[src/rtl/mem_arb_pkg.sv]
// Shared types and default widths for the cache/memory line-port arbiter.
package mem_arb_pkg;

  localparam int unsigned ARB_ADDR_W = 32;
  localparam int unsigned ARB_LINE_W = 256;

  typedef enum logic [1:0] {
    IDLE,
    SERVE_I,
    SERVE_D
  } arb_state_t;

  typedef enum logic {
    ICACHE,
    DCACHE
  } arb_src_t;

endpackage

[src/rtl/cache_mem_arbiter_if.sv]
// Bundles the icache, dcache and pmem line-port signals of the arbiter.
// slave is the arbiter's view; master is the caches/adaptor environment.
interface cache_mem_arbiter_if
  import mem_arb_pkg::*;
#(
  parameter int unsigned ADDR_W = ARB_ADDR_W,
  parameter int unsigned LINE_W = ARB_LINE_W
);

  logic              i_read;
  logic [ADDR_W-1:0] i_addr;
  logic [LINE_W-1:0] i_rdata;
  logic              i_resp;

  logic              d_read;
  logic              d_write;
  logic [ADDR_W-1:0] d_addr;
  logic [LINE_W-1:0] d_wdata;
  logic [LINE_W-1:0] d_rdata;
  logic              d_resp;

  logic              pmem_read;
  logic              pmem_write;
  logic [ADDR_W-1:0] pmem_addr;
  logic [LINE_W-1:0] pmem_wdata;
  logic [LINE_W-1:0] pmem_rdata;
  logic              pmem_resp;

  modport slave (
    input  i_read, i_addr, d_read, d_write, d_addr, d_wdata, pmem_rdata, pmem_resp,
    output i_rdata, i_resp, d_rdata, d_resp, pmem_read, pmem_write, pmem_addr, pmem_wdata
  );

  modport master (
    output i_read, i_addr, d_read, d_write, d_addr, d_wdata, pmem_rdata, pmem_resp,
    input  i_rdata, i_resp, d_rdata, d_resp, pmem_read, pmem_write, pmem_addr, pmem_wdata
  );

endinterface

[src/rtl/mem_arb_pick.sv]
// Combinational winner select between icache and dcache requests.
// ARB_ROUND_ROBIN_EN: alternate on contention; otherwise dcache has fixed priority.
module mem_arb_pick
  import mem_arb_pkg::*;
(
  input  logic     i_req_i,
  input  logic     d_req_i,
  input  arb_src_t last_grant_i,
  output arb_src_t winner_o,
  output logic     valid_o
);

  always_comb begin
    valid_o  = i_req_i | d_req_i;
    winner_o = DCACHE;
`ifdef ARB_ROUND_ROBIN_EN
    if (i_req_i && d_req_i) begin
      winner_o = (last_grant_i == DCACHE) ? ICACHE : DCACHE;
    end else if (i_req_i) begin
      winner_o = ICACHE;
    end
`else
    if (i_req_i && !d_req_i) begin
      winner_o = ICACHE;
    end
`endif
  end

`ifndef ARB_ROUND_ROBIN_EN
  logic unused_last_grant;
  assign unused_last_grant = (last_grant_i == DCACHE);
`endif

endmodule

[src/rtl/cache_mem_arbiter.sv]
// Shares one burst-memory line port between icache and dcache, one transaction at a time.
// Optional macro ARB_ROUND_ROBIN_EN replaces fixed dcache priority with round-robin.
module cache_mem_arbiter
  import mem_arb_pkg::*;
#(
  parameter int unsigned ADDR_W = ARB_ADDR_W,
  parameter int unsigned LINE_W = ARB_LINE_W
)(
  input logic                clk,
  input logic                rst,
  cache_mem_arbiter_if.slave bus
);

  arb_state_t        state_q, state_d;
  logic              read_q,  read_d;
  logic              write_q, write_d;
  logic [ADDR_W-1:0] addr_q,  addr_d;
  logic [LINE_W-1:0] wdata_q, wdata_d;

  arb_src_t last_grant;
  arb_src_t winner;
  logic     win_valid;
  logic     d_req;

  assign d_req = bus.d_read | bus.d_write;

`ifdef ARB_ROUND_ROBIN_EN
  arb_src_t last_grant_q, last_grant_d;
  assign last_grant = last_grant_q;
`else
  assign last_grant = ICACHE;
`endif

  mem_arb_pick u_pick (
    .i_req_i      (bus.i_read),
    .d_req_i      (d_req),
    .last_grant_i (last_grant),
    .winner_o     (winner),
    .valid_o      (win_valid)
  );

  // NOTE: every output of this block gets a default first so no latch is inferred.
  always_comb begin
    state_d    = state_q;
    read_d     = read_q;
    write_d    = write_q;
    addr_d     = addr_q;
    wdata_d    = wdata_q;
`ifdef ARB_ROUND_ROBIN_EN
    last_grant_d = last_grant_q;
`endif
    bus.i_resp = 1'b0;
    bus.d_resp = 1'b0;

    unique case (state_q)
      IDLE: begin
        if (win_valid) begin
          if (winner == DCACHE) begin
            // A read+write collision is treated as a writeback.
            state_d = SERVE_D;
            read_d  = ~bus.d_write;
            write_d = bus.d_write;
            addr_d  = bus.d_addr;
            wdata_d = bus.d_wdata;
          end else begin
            state_d = SERVE_I;
            read_d  = 1'b1;
            write_d = 1'b0;
            addr_d  = bus.i_addr;
          end
`ifdef ARB_ROUND_ROBIN_EN
          last_grant_d = winner;
`endif
        end
      end
      SERVE_I: begin
        if (bus.pmem_resp) begin
          bus.i_resp = 1'b1;
          state_d    = IDLE;
          read_d     = 1'b0;
          write_d    = 1'b0;
        end
      end
      SERVE_D: begin
        if (bus.pmem_resp) begin
          bus.d_resp = 1'b1;
          state_d    = IDLE;
          read_d     = 1'b0;
          write_d    = 1'b0;
        end
      end
      default: state_d = IDLE;
    endcase
  end

  // NOTE: state registers use non-blocking assignments so every flop samples pre-edge values.
  always_ff @(posedge clk or negedge rst) begin
    if (!rst) begin
      state_q <= IDLE;
      read_q  <= 1'b0;
      write_q <= 1'b0;
      addr_q  <= '0;
      wdata_q <= '0;
    end else begin
      state_q <= state_d;
      read_q  <= read_d;
      write_q <= write_d;
      addr_q  <= addr_d;
      wdata_q <= wdata_d;
    end
  end

`ifdef ARB_ROUND_ROBIN_EN
  always_ff @(posedge clk or negedge rst) begin
    if (!rst) last_grant_q <= ICACHE;
    else      last_grant_q <= last_grant_d;
  end
`endif

  // Downstream strobes come from flops only; read data is broadcast and qualified by resp.
  assign bus.pmem_read  = read_q;
  assign bus.pmem_write = write_q;
  assign bus.pmem_addr  = addr_q;
  assign bus.pmem_wdata = wdata_q;
  assign bus.i_rdata    = bus.pmem_rdata;
  assign bus.d_rdata    = bus.pmem_rdata;

  a_no_d_read_write: assert property (@(posedge clk) disable iff (!rst)
    !(bus.d_read && bus.d_write));

endmodule

[src/flat_wrapper.sv]
// flat-port wrapper written by rule: the top's interface ports become plain ports
module cache_mem_arbiter_flat import mem_arb_pkg::*;
#(
  parameter int unsigned ADDR_W = ARB_ADDR_W,
  parameter int unsigned LINE_W = ARB_LINE_W
)
  (clk, rst, bus_i_read, bus_i_addr, bus_d_read, bus_d_write, bus_d_addr, bus_d_wdata, bus_pmem_rdata, bus_pmem_resp, bus_i_rdata, bus_i_resp, bus_d_rdata, bus_d_resp, bus_pmem_read, bus_pmem_write, bus_pmem_addr, bus_pmem_wdata);
  cache_mem_arbiter_if #(.ADDR_W(ADDR_W), .LINE_W(LINE_W)) bus_i ();
  input logic clk;
  input logic rst;
  input wire logic [$bits(bus_i.i_read)-1:0] bus_i_read;
  input wire logic [$bits(bus_i.i_addr)-1:0] bus_i_addr;
  input wire logic [$bits(bus_i.d_read)-1:0] bus_d_read;
  input wire logic [$bits(bus_i.d_write)-1:0] bus_d_write;
  input wire logic [$bits(bus_i.d_addr)-1:0] bus_d_addr;
  input wire logic [$bits(bus_i.d_wdata)-1:0] bus_d_wdata;
  input wire logic [$bits(bus_i.pmem_rdata)-1:0] bus_pmem_rdata;
  input wire logic [$bits(bus_i.pmem_resp)-1:0] bus_pmem_resp;
  output wire logic [$bits(bus_i.i_rdata)-1:0] bus_i_rdata;
  output wire logic [$bits(bus_i.i_resp)-1:0] bus_i_resp;
  output wire logic [$bits(bus_i.d_rdata)-1:0] bus_d_rdata;
  output wire logic [$bits(bus_i.d_resp)-1:0] bus_d_resp;
  output wire logic [$bits(bus_i.pmem_read)-1:0] bus_pmem_read;
  output wire logic [$bits(bus_i.pmem_write)-1:0] bus_pmem_write;
  output wire logic [$bits(bus_i.pmem_addr)-1:0] bus_pmem_addr;
  output wire logic [$bits(bus_i.pmem_wdata)-1:0] bus_pmem_wdata;
  assign bus_i.i_read = bus_i_read;
  assign bus_i.i_addr = bus_i_addr;
  assign bus_i.d_read = bus_d_read;
  assign bus_i.d_write = bus_d_write;
  assign bus_i.d_addr = bus_d_addr;
  assign bus_i.d_wdata = bus_d_wdata;
  assign bus_i.pmem_rdata = bus_pmem_rdata;
  assign bus_i.pmem_resp = bus_pmem_resp;
  assign bus_i_rdata = bus_i.i_rdata;
  assign bus_i_resp = bus_i.i_resp;
  assign bus_d_rdata = bus_i.d_rdata;
  assign bus_d_resp = bus_i.d_resp;
  assign bus_pmem_read = bus_i.pmem_read;
  assign bus_pmem_write = bus_i.pmem_write;
  assign bus_pmem_addr = bus_i.pmem_addr;
  assign bus_pmem_wdata = bus_i.pmem_wdata;
  cache_mem_arbiter #(.ADDR_W(ADDR_W), .LINE_W(LINE_W)) u_core (.clk(clk), .rst(rst), .bus(bus_i));
endmodule
[config.mk]
export PLATFORM = sky130hd
export DESIGN_NAME = cache_mem_arbiter_flat
export DESIGN_NICKNAME = d
export VERILOG_FILES = /design/src/rtl/mem_arb_pkg.sv /design/src/rtl/cache_mem_arbiter_if.sv /design/src/rtl/mem_arb_pick.sv /design/src/rtl/cache_mem_arbiter.sv /design/src/flat_wrapper.sv
export SDC_FILE = /design/constraint.sdc
export NUM_CORES = 1
export LEC_CHECK = 0
export CAP_MARGIN = 20
export CELL_PAD_IN_SITES_DETAIL_PLACEMENT = 0
export CELL_PAD_IN_SITES_GLOBAL_PLACEMENT = 2
export CORE_AREA = 5 5 544 546
export CTS_CLUSTER_DIAMETER = 150
export DETAILED_ROUTE_END_ITERATION = 8
export DIE_AREA = 0 0 549 551
export HOLD_SLACK_MARGIN = 0.12
export PLACE_DENSITY_LB_ADDON = 0.25
export SLEW_MARGIN = 20
export SYNTH_ARGS = -nofsm -noshare
export SYNTH_HDL_FRONTEND = slang
export SYNTH_HIERARCHICAL = 1
export SYNTH_SLANG_ARGS = --single-unit
[constraint.sdc]
create_clock -name clk -period 1.9 [get_ports clk]
set_input_delay 0.475 -clock clk [delete_from_list [all_inputs] [get_ports clk]]
set_output_delay 0.475 -clock clk [all_outputs]
set_load 0.02 [all_outputs]
==> impl_metrics.env, run 1 <==
export IMPL_status="finished, violations left"
export IMPL_violations="negative setup slack"
export IMPL_maxCapViolCount=0
export IMPL_top_layer_used="met5"
export IMPL_first_iter_violations=266
export IMPL_track_usage_pct=8.34
export IMPL_skew_ns=0.0479
export IMPL_setup_viol=201
export IMPL_rsz0062_at_grt="true"
export IMPL_crit_fanout=2
export IMPL_clkLatencyLatePin_ns=0.66
export IMPL_timing_rr_end="u_core/bus.pmem_wdata[119]$_DFFE_PN0P_"
export IMPL_route_detailed_drc=0
export IMPL_die_h_um=551
export IMPL_netlist_area_um2=15900
export IMPL_gp_congestion=0.709
export IMPL_ant_nets=0
export IMPL_stdcell_count=5387
export IMPL_hp_class="in -> async"
export IMPL_drv_slew=0
export IMPL_crit_path_end="bus_d_resp"
export IMPL_place_port_buffers=617
export IMPL_rows=198
export IMPL_cts_root_buf="clkbuf_16"
export IMPL_finalSetupTns_ns=-18.32
export IMPL_die_w_um=549
export IMPL_max_vdd_ir_drop_v=0.000643
export IMPL_final_nets=2033
export IMPL_antenna_found_initial=69
export IMPL_wl_met1_mm=44.4
export IMPL_design_core_area_um2=290000
export IMPL_critPathKind="reg -> out"
export IMPL_fmax_mhz=480
export IMPL_clock_sinks=292
export IMPL_vias=9882
export IMPL_syn_nets=1809
export IMPL_arrival_ns=1.61
export IMPL_period_needed_ns=2.08
export IMPL_grt_pass1_vias=10733
export IMPL_cp_required_ns=1.42
export IMPL_dp_cells=5274
export IMPL_grt_max_degree=51
export IMPL_synth_avg_cell_area_um2=13.0
export IMPL_met3_length_mm=26.5
export IMPL_dp_hpwl_mm=116
export IMPL_drt_pass1_iter_count=4
export IMPL_leakagePower_nw=10.2
export IMPL_clk_pin_slew_ns=0.06
export IMPL_r2r_start="u_core/state_q[0]$_DFFE_PN0P_"
export IMPL_syn_to_final_growth_pct=61.6
export IMPL_r2r_setup_slack_ns=-0.12
export IMPL_overflow=0
export IMPL_pwr_density_cell_nw_per_um2=1790
export IMPL_cts_buffers=47
export IMPL_finalHoldViolations=0
export IMPL_cts_htree_levels=2
export IMPL_dr_wl_met2_mm=56.8
export IMPL_nFillCells=33406
export IMPL_crit_chain="buf_6 > ha_4 > and2_4 > buf_12"
export IMPL_ctsLongestPathBuffers=3
export IMPL_worst_setup_path_start_kind="flip-flop"
export IMPL_yosysWarnings=6
export IMPL_wl_per_cell_um=24.8
export IMPL_drt_wl_total_mm=134
export IMPL_worstMarginPinSlew_ns=0.461
export IMPL_synthCells=1223
export IMPL_startpoint="u_core/state_q[1]$_DFFE_PN0P_"
export IMPL_grt_pass1_wl_mm=157
export IMPL_slowest_delay_ns=0.40
export IMPL_finalCritPeriodShare_pct=110
export IMPL_critPathSlowestCell="dfrtp_1"
export IMPL_vias_per_cell=1.83
export IMPL_relSlewSlack_pct=69.2
export IMPL_ios=1386
export IMPL_dieArea_um2=302000
export IMPL_drive_above_1_share_pct=45.7
export IMPL_end_kind="output port"
export IMPL_cts_tree="yes"
export IMPL_start_util_pct=5.50
export IMPL_r2r_worst_path_cells=9
export IMPL_setup_slack_ns=-0.184
-- flip-flops by register name (all words and copies together), names as in the netlist --
| name | flops |
|---|---|
| u_core/bus.pmem_addr | 32 |
| u_core/state_q | 2 |
| u_core/bus.pmem_write | 1 |
| u_core/bus.pmem_wdata | 256 |
| u_core/bus.pmem_read | 1 |
-- placed cells by master, fill, tap and decap left out, drive strengths merged --
cell,count
clkdlybuf4s50,324
dfrtp,292
buf,285
mux2,258
clkdlybuf4s15,98
clkbuf,75
nor2,34
a21oi,34
mux2i,33
dlygate4sd2,9
clkinv,8
inv,7
diode,4
bufinv,4
ha,4
clkinvlp,3
and2,3
nand2,2
or2,2
nand2b,2
dlygate4sd3,1
nand3,1
nor2b,1
o22ai,1
a22o,1
a211oi,1
-- worst min path at each step --
stage                                              to  slack, ns  depth (start not counted)
2_1_floorplan     u_core/bus.pmem_addr[0]$_DFFE_PN0P_       0.18                          0
3_3_place_gp   u_core/bus.pmem_wdata[251]$_DFFE_PN0P_       0.44                          1
3_5_place_dp   u_core/bus.pmem_wdata[251]$_DFFE_PN0P_       0.44                          1
4_1_cts        u_core/bus.pmem_wdata[195]$_DFFE_PN0P_       0.28                          2
5_1_grt        u_core/bus.pmem_wdata[195]$_DFFE_PN0P_       0.30                          2
6_report       u_core/bus.pmem_wdata[251]$_DFFE_PN0P_       0.36                          2
-- what timing repair did --
action | CTS | global route
cloned | 5 | 9
endpoints found under the hold margin | 151 | 0
setup buffers | 6 | 7
gates resized for setup | 397 | 51
endpoints found under the setup margin | 368 | 220
hold buffers | 1 | 0
pin swaps | 1 | 3
-- layout make-up --
class	instances	area (µm²)	area share [%]
antenna	4	10.0	0.0388
clock buffer	66	1350	5.23
clock inverter	19	258	1.00
inverter	3	11.3	0.0437
multi-input combinational	377	4560	17.7
sequential	292	7310	28.4
tap	3900	4880	18.9
timing repair buffer	726	7400	28.7
-- critical path, delay by kind of cell, from the launching register on --
kind | cells | cell delay (ns)
DFF | 1 | 0.40
buffers and inverters | 2 | 0.26
adders and majority gates | 1 | 0.14
and+or+nand+nor | 1 | 0.14
-- through the flow --
| step | utilization (%) | power (mW) | worst slack (ns) | hold WS, ns | area (µm²) |
|---|---|---|---|---|---|
| 2_1_floorplan | - | 23.7 | 0.00762 | 0.179 | 16100 |
| 3_3_place_gp | 8.09 | 37.3 | -0.851 | 0.437 | 23500 |
| 3_5_place_dp | 8.09 | 37.2 | -0.850 | 0.435 | 23500 |
| 4_1_cts | 8.73 | 47.2 | -0.306 | 0.280 | 25300 |
| 5_1_grt | 8.88 | 49.7 | -0.290 | 0.302 | 25800 |
| 6_report | 8.89 | 46.2 | -0.184 | 0.360 | 25800 |
-- metal layers --
layer | global-route usage, % | vias up
met5 | 0.125 | -
met4 | 3.04 | 6
met3 | 7.62 | 387
met2 | 12.7 | 1026
li1 | - | 4012
met1 | 7.99 | 4451
-- power by group --
part	switching [mW]	internal (mW)	total, mW
Sequential	2.22	9.43	11.6
Clock	3.76	5.51	9.27
Combinational	13.9	11.4	25.3
Note: power is estimated with default switching activity, not from simulation.
==> run 2: changes to the inputs <==
Settings changed: CAP_MARGIN 20 to default, TNS_END_PERCENT from default to 50.
==> impl_metrics.env, run 2 (synthesized netlist as in run 1, its figures left out) <==
export IMPL_place_port_buffers=617
export IMPL_grt_pass1_vias=10724
export IMPL_multi_input_area_um2=4610
export IMPL_design_core_area_um2=290000
export IMPL_fin_util_pct=8.90
export IMPL_die_w_um=549
export IMPL_period_needed_ns=2.09
export IMPL_cts_buffers=47
export IMPL_final_nets=2033
export IMPL_r2r_setup_slack_ns=-0.04
export IMPL_fmax_mhz=479
export IMPL_track_usage_pct=8.32
export IMPL_start_util_pct=5.50
export IMPL_overflow=0
export IMPL_drv_slew=0
export IMPL_drt_pass1_iter_count=4
export IMPL_syn_to_final_growth_pct=61.9
export IMPL_p_seq_share_pct=25.2
export IMPL_leakagePower_nw=10.2
export IMPL_holdWs_ns=0.368
export IMPL_crit_fanout=2
export IMPL_p_sw_mw=19.9
export IMPL_ios=1386
export IMPL_cts_tree="yes"
export IMPL_cts_root_buf="clkbuf_16"
export IMPL_finalCritPeriodShare_pct=110
export IMPL_antenna_found_initial=69
export IMPL_design_area_um2=25800
export IMPL_violations="negative setup slack"
export IMPL_worstMarginPinSlew_ns=0.471
export IMPL_pwr_density_cell_nw_per_um2=1790
export IMPL_stdcell_count=5390
export IMPL_skew_ns=0.0482
export IMPL_layout_commonest_cell="clkdlybuf4s50_1"
export IMPL_p_comb_share_pct=54.8
export IMPL_die_h_um=551
export IMPL_drt_wl_total_mm=133
export IMPL_setup_viol=108
export IMPL_arrival_ns=1.61
export IMPL_end_kind="output port"
export IMPL_route_detailed_drc=0
export IMPL_rows=198
export IMPL_netSwitchingFraction_pct=42.9
export IMPL_critPathKind="reg -> out"
export IMPL_p_clk_share_pct=20.0
export IMPL_clock_sinks=292
export IMPL_ctsLongestPathBuffers=3
export IMPL_setup_slack_ns=-0.186
export IMPL_post_dp_cell_area_um2=23500
export IMPL_seq_area_um2=7310
export IMPL_dp_hpwl_mm=116
export IMPL_finalHoldViolations=0
export IMPL_maxCapViolCount=0
export IMPL_largest_reg_flops=256
export IMPL_vias_per_cell=1.84
export IMPL_dp_cells=5274
export IMPL_ant_nets=0
export IMPL_final_cell_mix="clkdlybuf4s50_1 (324), dfrtp_1 (286), mux2_4 (231), buf_4 (188), clkdlybuf4s15_2 (58)"
export IMPL_gp_congestion=0.709
export IMPL_vias=9910
export IMPL_dieArea_um2=302000
export IMPL_drive_above_1_share_pct=46.9
export IMPL_clkLatencyLatePin_ns=0.66
export IMPL_max_vdd_ir_drop_v=0.000645
export IMPL_p_int_mw=26.5
export IMPL_hp_class="in -> async"
export IMPL_first_iter_violations=267
export IMPL_rsz0062_at_grt="true"
export IMPL_grt_max_degree=51
export IMPL_worst_setup_path_start_kind="flip-flop"
export IMPL_grt_pass1_wl_mm=157
export IMPL_r2r_worst_path_cells=9
export IMPL_wl_per_cell_um=24.7
export IMPL_timing_rr_end="u_core/bus.pmem_wdata[16]$_DFFE_PN0P_"
export IMPL_status="finished, violations left"
export IMPL_cts_htree_levels=2
export IMPL_clk_pin_slew_ns=0.06
export IMPL_r2r_start="u_core/state_q[0]$_DFFE_PN0P_"
export IMPL_dp_slack_ns=-0.850
export IMPL_cp_required_ns=1.42
export IMPL_nFillCells=33417
export IMPL_relSlewSlack_pct=68.6
run 2: cell count changes in the layout (fill, tap and decap cells not counted), moves of 3 or more:
cell       before  now
buf_4         198  188
clkbuf_16      56   53
buf_6          11   26
mux2_1         27   10
diode_2         4    7
mux2_4        215  231
run 2: layout make-up:
cell class	count	share of cell area [%]
sequential	292	28.3
tap	3900	18.9
antenna	7	0.0678
multi-input combinational	377	17.9
inverter	3	0.0436
clock inverter	19	0.998
clock buffer	66	5.22
timing repair buffer	726	28.6
run 2: stage by stage:
step           TNS, ns  total power, mW
2_1_floorplan        0             23.7
3_3_place_gp   -217.28             37.3
3_5_place_dp   -218.22             37.2
4_1_cts         -12.01             47.1
5_1_grt         -12.53             49.9
6_report         -2.86             46.3
run 2: power groups by stage:
stage	clock network (mW)	registers [mW]	logic, mW
floorplan	0	15.0	8.67
global placement	0	11.8	25.4
detailed placement	0	11.8	25.4
CTS	9.93	11.8	25.4
global route	10.0	12.1	27.7
finish	9.26	11.7	25.4
run 2: how the worst max path moves through the flow:
stage	slack, ns	start	cells after the start	to
after floorplan	0.008	bus_d_read	6	u_core/bus.pmem_wdata[100]$_DFFE_PN0P_
after global placement	-0.85	bus_d_write	7	u_core/bus.pmem_wdata[0]$_DFFE_PN0P_
after detailed placement	-0.85	bus_d_read	7	u_core/bus.pmem_wdata[0]$_DFFE_PN0P_
after CTS	-0.31	u_core/state_q[1]$_DFFE_PN0P_	4	bus_d_resp
after global routing	-0.29	u_core/state_q[1]$_DFFE_PN0P_	4	bus_d_resp
final	-0.19	u_core/state_q[1]$_DFFE_PN0P_	4	bus_d_resp
run 2: worst max-delay path: stages, from the launching register on:
cell,delay [ns]
dfrtp_1,0.40
buf_6,0.13
ha_4,0.14
and2_4,0.14
buf_12,0.13
run 2: layer usage:
| layer | vias up | track usage [%] | part of all wire (%) | wire [µm] |
|---|---|---|---|---|
| met5 | - | 0.125 | 0.061 | 82 |
| met4 | 6 | 3.04 | 4.4 | 5920 |
| met3 | 383 | 7.59 | 20 | 26300 |
| met2 | 1016 | 12.6 | 42 | 56700 |
| met1 | 4484 | 8.01 | 33 | 44500 |
| li1 | 4021 | - | - | - |
run 2: repair_timing:
| item | CTS | global route |
|---|---|---|
| gates resized for setup | 394 | 76 |
| endpoints found under the hold margin | 151 | 0 |
| pin swaps | 1 | 3 |
| hold buffers | 1 | 0 |
| setup endpoints to repair | 368 | 197 |
| gates cloned | 4 | 6 |
| setup buffers | 5 | 8 |
==> run 3: changes to the inputs <==
Settings changed: CORE_AREA 5 5 544 546 to 10 10 534 536, CTS_CLUSTER_SIZE from default to 14, DIE_AREA 0 0 549 551 to 0 0 544 546.
==> impl_metrics.env, run 3 (synthesized netlist as in run 1, its figures left out) <==
export IMPL_drv_slew=0
export IMPL_drt_pass1_iter_count=4
export IMPL_p_int_mw=23.3
export IMPL_route_detailed_drc=0
export IMPL_rsz0062_at_grt="true"
export IMPL_dieArea_um2=297000
export IMPL_slowest_delay_ns=0.42
export IMPL_post_dp_cell_area_um2=23200
export IMPL_cts_buffers=28
export IMPL_largest_reg_flops=256
export IMPL_worst_setup_path_start_kind="flip-flop"
export IMPL_fin_util_pct=8.93
export IMPL_critPathSlowestCell="dfrtp_1"
export IMPL_crit_chain="inv_2 > ha_2 > and2_4 > buf_12"
export IMPL_cts_tree="yes"
export IMPL_p_comb_share_pct=58.9
export IMPL_arrival_ns=1.62
export IMPL_p_sw_mw=19.4
export IMPL_overflow=0
export IMPL_finalHoldViolations=0
export IMPL_ant_nets=0
export IMPL_maxCapViolCount=0
export IMPL_netSwitchingFraction_pct=45.4
export IMPL_antenna_found_initial=79
export IMPL_status="finished, violations left"
export IMPL_syn_to_final_growth_pct=53.8
export IMPL_design_core_area_um2=275000
export IMPL_grt_use_met1_pct=8.13
export IMPL_relSlewSlack_pct=77.5
export IMPL_dp_hpwl_mm=119
export IMPL_r2r_setup_slack_ns=-0.01
export IMPL_finalCritPeriodShare_pct=110
export IMPL_critPathTopFamily="flip-flops"
export IMPL_hp_class="in -> async"
export IMPL_final_cell_mix="clkdlybuf4s50_1 (324), dfrtp_1 (286), mux2_4 (209), buf_4 (170), buf_2 (100)"
export IMPL_finalPower_mw=42.7
export IMPL_vias_per_cell=1.96
export IMPL_p_clk_share_pct=13.9
export IMPL_busiest_layer="met2"
export IMPL_setup_slack_ns=-0.193
export IMPL_layout_commonest_cell="clkdlybuf4s50_1"
export IMPL_cts_htree_levels=1
export IMPL_track_usage_pct=8.48
export IMPL_period_needed_ns=2.09
export IMPL_grt_pass1_wl_mm=159
export IMPL_gp_congestion=0.712
export IMPL_clkLatencyLatePin_ns=0.67
export IMPL_place_port_buffers=617
export IMPL_violations="negative setup slack"
export IMPL_ctsLongestPathBuffers=3
export IMPL_max_vdd_ir_drop_v=0.000822
export IMPL_cts_root_buf="clkbuf_16"
export IMPL_p_seq_share_pct=27.1
export IMPL_met3_usage_pct=7.00
export IMPL_cp_required_ns=1.42
export IMPL_fmax_mhz=478
export IMPL_vias=9938
export IMPL_critPathKind="reg -> out"
export IMPL_die_h_um=546
export IMPL_wl_per_cell_um=27.2
export IMPL_rows=193
export IMPL_die_w_um=544
export IMPL_clock_sinks=292
export IMPL_design_area_um2=24500
export IMPL_final_nets=2016
export IMPL_start_util_pct=5.80
export IMPL_drive_above_1_share_pct=47.2
export IMPL_dp_slack_ns=-0.763
export IMPL_grt_max_degree=45
export IMPL_ios=1386
export IMPL_crit_fanout=2
export IMPL_grt_pass1_vias=10777
export IMPL_skew_ns=0.0191
export IMPL_grt_util_met2_pct=13.3
export IMPL_setup_viol=38
export IMPL_drt_wl_total_mm=138
export IMPL_end_kind="output port"
export IMPL_leakagePower_nw=9.81
export IMPL_worstMarginPinSlew_ns=0.328
export IMPL_pwr_density_cell_nw_per_um2=1740
export IMPL_crit_buf_inv=2
export IMPL_first_iter_violations=287
export IMPL_clk_pin_slew_ns=0.08
[run 3: cell types whose count changed in the layout (fill, tap and decap cells not counted), sizes merged]
| cell | delta |
|---|---|
| clkdlybuf4s15 | -51 |
| buf | +48 |
| clkbuf | -20 |
| dlygate4sd2 | -9 |
| diode | +7 |
| bufinv | -4 |
| clkinv | -4 |
| clkinvlp | -2 |
[run 3: power groups by stage]
stage	Clock, mW	Sequential [mW]	Combinational, mW
after CTS	6.50	11.7	24.2
after global placement	0	11.8	25.3
final	5.95	11.6	25.2
after detailed placement	0	11.8	25.3
after floorplan	0	15.0	8.67
after global routing	6.57	12.1	27.4
[run 3: final cells by class]
cell class                 count  area [µm²]
multi-input combinational    377        4510
sequential                   292        7310
clock inverter                 9         100
antenna                       14        35.0
inverter                       3        11.3
clock buffer                  32         726
fill                       31608      250000
tap                         3607        4510
timing repair buffer         728        7320
[run 3: stage by stage]
stage / instances / setup TNS, ns / hold WS [ns]
final: 5062 / -0.805 / 0.266
after global routing: 5048 / -13.53 / 0.233
after CTS: 5019 / -6.36 / 0.188
after detailed placement: 4971 / -196.17 / 0.390
after global placement: 4971 / -200.48 / 0.394
after floorplan: 1223 / 0 / 0.179
[run 3: path summary, 6_finish.rpt]
kind / start / end / cells past startpoint
max in group asynchronous: rst / u_core/bus.pmem_wdata[51]$_DFFE_PN0P_ / 4
hold reg to reg: u_core/bus.pmem_wdata[228]$_DFFE_PN0P_ / u_core/bus.pmem_wdata[228]$_DFFE_PN0P_ / 1
setup / recovery: u_core/state_q[0]$_DFFE_PN0P_ / bus_d_resp / 4
setup reg to reg: u_core/state_q[0]$_DFFE_PN0P_ / u_core/bus.pmem_wdata[8]$_DFFE_PN0P_ / 8
hold / removal: rst / u_core/bus.pmem_wdata[225]$_DFFE_PN0P_ / 2
min in group clk: bus_d_wdata[234] / u_core/bus.pmem_wdata[234]$_DFFE_PN0P_ / 2
[run 3: routing by layer]
layer | up-vias | wire length (µm)
li1 | 3974 | -
met1 | 4621 | 45600
met2 | 975 | 60000
met3 | 364 | 24400
met4 | 4 | 7210
met5 | - | 223
[run 3: what timing repair did]
| action | in CTS | in global routing |
|---|---|---|
| cloned | 0 | 23 |
| pin swaps | 0 | 2 |
| hold endpoints to repair | 184 | 0 |
| endpoints found under the setup margin | 157 | 244 |
| buffers inserted | 6 | 6 |
| hold buffers | 1 | 0 |
| gates resized for setup | 619 | 51 |
